<file path="config.mk">
export PLATFORM = sky130hd
export DESIGN_NAME = pc_gen
export DESIGN_NICKNAME = d
export VERILOG_FILES = /design/src/rtl/pc_pkg.sv /design/src/rtl/pc_boot_hold.sv /design/src/rtl/pc_gen.sv
export SDC_FILE = /design/constraint.sdc
export NUM_CORES = 1
export LEC_CHECK = 0
export CAP_MARGIN = 10
export CORE_MARGIN = 3
export CORE_UTILIZATION = 51
export CTS_CLUSTER_SIZE = 28
export DETAILED_ROUTE_END_ITERATION = 7
export PLACE_DENSITY = 0.84
export SYNTH_ARGS = -nofsm -noshare
export SYNTH_HDL_FRONTEND = slang
export SYNTH_HIERARCHICAL = 1
export SYNTH_SLANG_ARGS = --single-unit
</file>
<file path="constraint.sdc">
create_clock -name clk -period 6.47 [get_ports clk]
set_input_delay 1.294 -clock clk [delete_from_list [all_inputs] [get_ports clk]]
set_output_delay 1.294 -clock clk [all_outputs]
set_load 0.03 [all_outputs]
</file>
<file path="src/rtl/pc_pkg.sv">
// ============================================================================
// pc_pkg : shared types, default parameters and alignment helper for pc_gen
// Revision: 1.0
// ============================================================================
`default_nettype none

package pc_pkg;

   typedef enum logic [0:0] {
      PC_HOLD = 1'b0,
      PC_RUN  = 1'b1
   } pc_state_e;

   localparam int unsigned PC_XLEN      = 32;
   localparam logic [31:0] PC_RESET_VEC = 32'h0000_0000;
   localparam logic [31:0] PC_TRAP_VEC  = 32'h0000_0100;

   // Mask that clears the byte-offset bits below one instruction.
   function automatic logic [63:0] align_mask(input int unsigned instr_bytes);
      logic [63:0] step;
      step       = 64'(instr_bytes);
      align_mask = ~(step - 64'd1);
   endfunction

endpackage

`default_nettype wire

</file>
<file path="src/rtl/pc_boot_hold.sv">
// ============================================================================
// pc_boot_hold : 4-bit post-reset down-counter, done when it reaches zero
// Revision: 1.0
// ============================================================================
`default_nettype none

module pc_boot_hold #(
   parameter int unsigned BOOT_HOLD = 1
) (
   input  logic clk,
   input  logic rst,
   input  logic en,
   output logic done
);

   logic [3:0] count;

   always_ff @(posedge clk or posedge rst) begin
      if (rst) begin
         count <= 4'(BOOT_HOLD);
      end else if (en && (count != 4'd0)) begin
         count <= count - 4'd1;
      end
   end

   assign done = (count == 4'd0);

endmodule

`default_nettype wire

</file>
<file path="src/rtl/pc_gen.sv">
// ============================================================================
// pc_gen : fetch program-counter generator with boot hold, stall and redirect
//          Optional misaligned-redirect trap enabled by PC_MISALIGN_TRAP_EN.
// Revision: 1.0
// ============================================================================
`default_nettype none

module pc_gen
   import pc_pkg::*;
#(
   parameter int unsigned      XLEN        = PC_XLEN,
   parameter logic [XLEN-1:0]  RESET_VEC   = PC_RESET_VEC,
   parameter logic [XLEN-1:0]  TRAP_VEC    = PC_TRAP_VEC,
   parameter int unsigned      INSTR_BYTES = 4,
   parameter int unsigned      BOOT_HOLD   = 1
) (
   input  logic            clk,
   input  logic            rst,
   input  logic            stall,
   input  logic            redirect,
   input  logic [XLEN-1:0] redirect_pc,
   output logic [XLEN-1:0] pc,
`ifdef PC_MISALIGN_TRAP_EN
   output logic            misalign_trap,
   output logic [XLEN-1:0] trap_addr,
`endif
   output logic            pc_valid
);

   localparam logic [XLEN-1:0] ALIGN_MASK = XLEN'(align_mask(INSTR_BYTES));
   localparam logic [XLEN-1:0] STEP       = XLEN'(INSTR_BYTES);

   pc_state_e state;
   logic      boot_done;
   logic      hold_en;

   assign hold_en = (state == PC_HOLD);

   pc_boot_hold #(
      .BOOT_HOLD (BOOT_HOLD)
   ) u_boot_hold (
      .clk  (clk),
      .rst  (rst),
      .en   (hold_en),
      .done (boot_done)
   );

`ifdef PC_MISALIGN_TRAP_EN
   logic misaligned;
   assign misaligned = |(redirect_pc & ~ALIGN_MASK);
`endif

   always_ff @(posedge clk or posedge rst) begin
      if (rst) begin
         state    <= PC_HOLD;
         pc       <= RESET_VEC;
         pc_valid <= 1'b0;
`ifdef PC_MISALIGN_TRAP_EN
         misalign_trap <= 1'b0;
         trap_addr     <= '0;
`endif
      end else begin
`ifdef PC_MISALIGN_TRAP_EN
         misalign_trap <= 1'b0;
`endif
         case (state)
            PC_HOLD: begin
               // Stall and redirect are deliberately ignored until boot hold ends.
               pc <= RESET_VEC;
               if (boot_done) begin
                  state    <= PC_RUN;
                  pc_valid <= 1'b1;
               end
            end
            PC_RUN: begin
               pc_valid <= 1'b1;
               if (redirect) begin
`ifdef PC_MISALIGN_TRAP_EN
                  if (misaligned) begin
                     pc            <= TRAP_VEC;
                     trap_addr     <= redirect_pc;
                     misalign_trap <= 1'b1;
                  end else begin
                     pc <= redirect_pc & ALIGN_MASK;
                  end
`else
                  pc <= redirect_pc & ALIGN_MASK;
`endif
               end else if (!stall) begin
                  pc <= pc + STEP;
               end
            end
            default: begin
               state    <= PC_HOLD;
               pc       <= RESET_VEC;
               pc_valid <= 1'b0;
            end
         endcase
      end
   end

endmodule

`default_nettype wire
</file>
==> run summary <==
reg2reg setup slack: 4130 ps
P&R area growth vs syn: 31.6%
# IOs: 69
Tightest Pin Transition: 808 ps
CP arrival: 3530 ps
Fmax: 0.302 GHz
FF+latch count, synth: 36
Final Skew: 7.55 ps
switch share: 0.343
Seq. cell area: 902 sq um
dpl cells: 364
H-tree levels: 2
PwrDens: 201 nW/um^2
Hold EP: pc_valid$_DFFE_PP0P_
Pins Over Slew Limit: 0
drt drc: 0
main flop type after synthesis: dfrtp_1
Final period util: 0.513
dpl cell area: 2970 sq um
crit path max fanout: 17
Tmin final: 3320 ps
EDFF count, synth: 0
cell area after synthesis: 2320 sq um
Gate Count Post-Synth: 262
clock power share: 0.251
# diodes: 0
Port Buffers: 64
Crit. End Element: flop
die width: 73.4 um
count of final setup violators: 0
top cells by area, synth: dfrtp_1 (38%), o21ai_0 (5.2%), nand2_1 (4.2%), or4_1 (4.2%), xnor2_1 (3.8%)
worst reg2reg endpoint: pc[28]$_DFFE_PP0P_
footprint of the multi-input gates: 1300 sq um
via/cell ratio: 6.15
Root Buffer: clkbuf_8
slew margin rel.: 0.462
post-synth top area share: 0.378
reg2reg start: state$_DFF_PP0_
status: finished clean
yosys warns: 6
main combinational cell family by area after synthesis: simple AND/OR/NAND/NOR gates
post-cts resize count: 0
compound-cell area share of the yosys netlist: 0.201
CTS tree: done
via count: 2288
CTS Sinks: 36
die height: 73.4 um
Sw Pwr: 210 uW
non-filler cells, final: 372
XOR/XNOR Fraction of Synth Area: 0.0416
Final Total Pwr: 613 uW
Worst EP required: 6680 ps
Clock Latency Late Sink: 290 ps
hold depth: 1
RSZ-0062 raised after global routing: false
Comb pwr share: 0.294
Final #Nets: 359
post-synthesis sequential area ratio: 0.390
1st-iter DRT viols: 160
WS Path Type: input pin to flop
syn_area_per_cell: 8.84 sq um
Hold Crit Class: flop to flop
FP Rows: 23
Int Power: 403 uW
worst vdd ir: 0.000162 V
layout filler cell count: 335
Synth Area in Adders: 0.0108
max_cap viols: 0
clock-pin slew on the worst setup and hold paths: 70 ps
Worst setup SP type: input pin
gr ovfl total: 0
mux contribution to synthesized area: 0.0216
post-DP HPWL: 4260 um
area leader, netlist: dfrtp_1
most common cell after layout, fill and taps aside: clkdlybuf4s50_1
Pre-antenna DRT Iters: 4
wire per inst: 16.0 um
RD Place Congestion: 0.815
Flop pwr share: 0.455
Initial Util: 0.551
hold-fix buffers at CTS: 0
first-pass GRT wire length: 10200 um
hold_sp: pc_valid$_DFFE_PP0P_
vias in the first global route: 2185
Clock Path Buffers: 2
Leak: 1.12 nW
Die ar.: 5390 sq um
largest net degree at the start of global routing: 41
count of different cell masters after synthesis: 56
setup_tns: 0 ps
Finished Core Util: 0.725
share of layout cells above drive strength 1: 0.0621
Setup Fix Bufs, Post-CTS: 0
worst reg-to-reg path cell count: 4
Fin. Hold Viols: 0
final instance area: 3050 sq um
initial antenna violation count: 0
most frequent cells in the layout: clkdlybuf4s50_1 (64), dfrtp_1 (35), nand2_1 (26)
core region area: 4200 sq um
Routed WL: 5940 um
GRT Util Overall: 0.241
Num CTS Buffers: 5
Synth Area in Simple Gates: 0.285
Detail Route Antenna Nets: 0
share of flip-flops with an asynchronous set or reset: 1.00
## metal layers
layer / wire [um] / global-route usage
met3: 444 / 0.0410
met5: 0 / 0
met1: 2480 / 0.319
met2: 2970 / 0.401
met4: 49 / 0.0765
## flip-flops by register name, summed over array words and instances (netlist names)
| name | count |
|---|---|
| pc | 30 |
| u_boot_hold/count | 4 |
| pc_valid | 1 |
| state | 1 |
## power groups by stage
stage	registers (mW)	logic, mW	clock network (mW)
after floorplan	0.315	0.0661	0
after global placement	0.281	0.177	0
after detailed placement	0.282	0.180	0
after CTS	0.278	0.181	0.156
after global routing	0.283	0.196	0.165
final	0.278	0.180	0.154
## cell type report
type,instances,share of cell area
Multi-Input combinational cell,201,0.428
Timing Repair Buffer,66,0.215
Inverter,11,0.0136
Clock buffer,7,0.0251
Clock inverter,1,0.00164
Tap cell,50,0.0205
Sequential cell,36,0.296
## worst max-delay path, stage by stage
cell	delay, ps
clkdlybuf4s50_1	740
nand3b_1	480
or2_1	360
or4_1	480
a31oi_1	170
## synthesized netlist by cell type (3+ instances only)
| library cell | instances |
|---|---|
| nand4_1 | 4 |
| nand2b_1 | 4 |
| nor2_1 | 11 |
| mux2i_1 | 5 |
| or4_1 | 13 |
| nor3_1 | 6 |
| inv_1 | 11 |
| nor2b_1 | 3 |
| nor4_1 | 4 |
| o31ai_1 | 6 |
| nand2_1 | 26 |
| xnor2_1 | 10 |
| o211ai_1 | 6 |
| dfrtp_1 | 35 |
| a21oi_1 | 8 |
| o21ai_0 | 24 |
| or3_1 | 11 |
| nand4b_1 | 3 |
| clkbuf_1 | 9 |
| a31oi_1 | 10 |
| nand3_1 | 7 |
| nor3b_1 | 3 |
## logic make-up after synthesis
| kind of cell | Yosys count |
|---|---|
| xor+xnor | 11 |
| compound gates | 72 |
| buf+inv | 26 |
| fa+ha+maj | 2 |
| flops | 36 |
| simple gates | 109 |
| other cells | 1 |
| mux | 5 |
## worst max-delay path by stage
stage          startpoint            endpoint  slack [ps]  depth (start not counted)
2_1_floorplan       stall  pc[18]$_DFFE_PP0P_        3890                          4
3_3_place_gp        stall  pc[30]$_DFFE_PP0P_        2900                          5
3_5_place_dp        stall  pc[26]$_DFFE_PP0P_        2840                          5
4_1_cts             stall  pc[26]$_DFFE_PP0P_        3130                          5
5_1_grt             stall  pc[26]$_DFFE_PP0P_        2910                          5
6_report            stall  pc[26]$_DFFE_PP0P_        3150                          5
## stage by stage
step | hold slack, ps | setup slack (ps)
global route | 518 | 2910
floorplan | 478 | 3890
CTS | 474 | 3130
detailed placement | 459 | 2840
global placement | 451 | 2900
finish | 472 | 3150
Power figures use the tool's default switching activity.
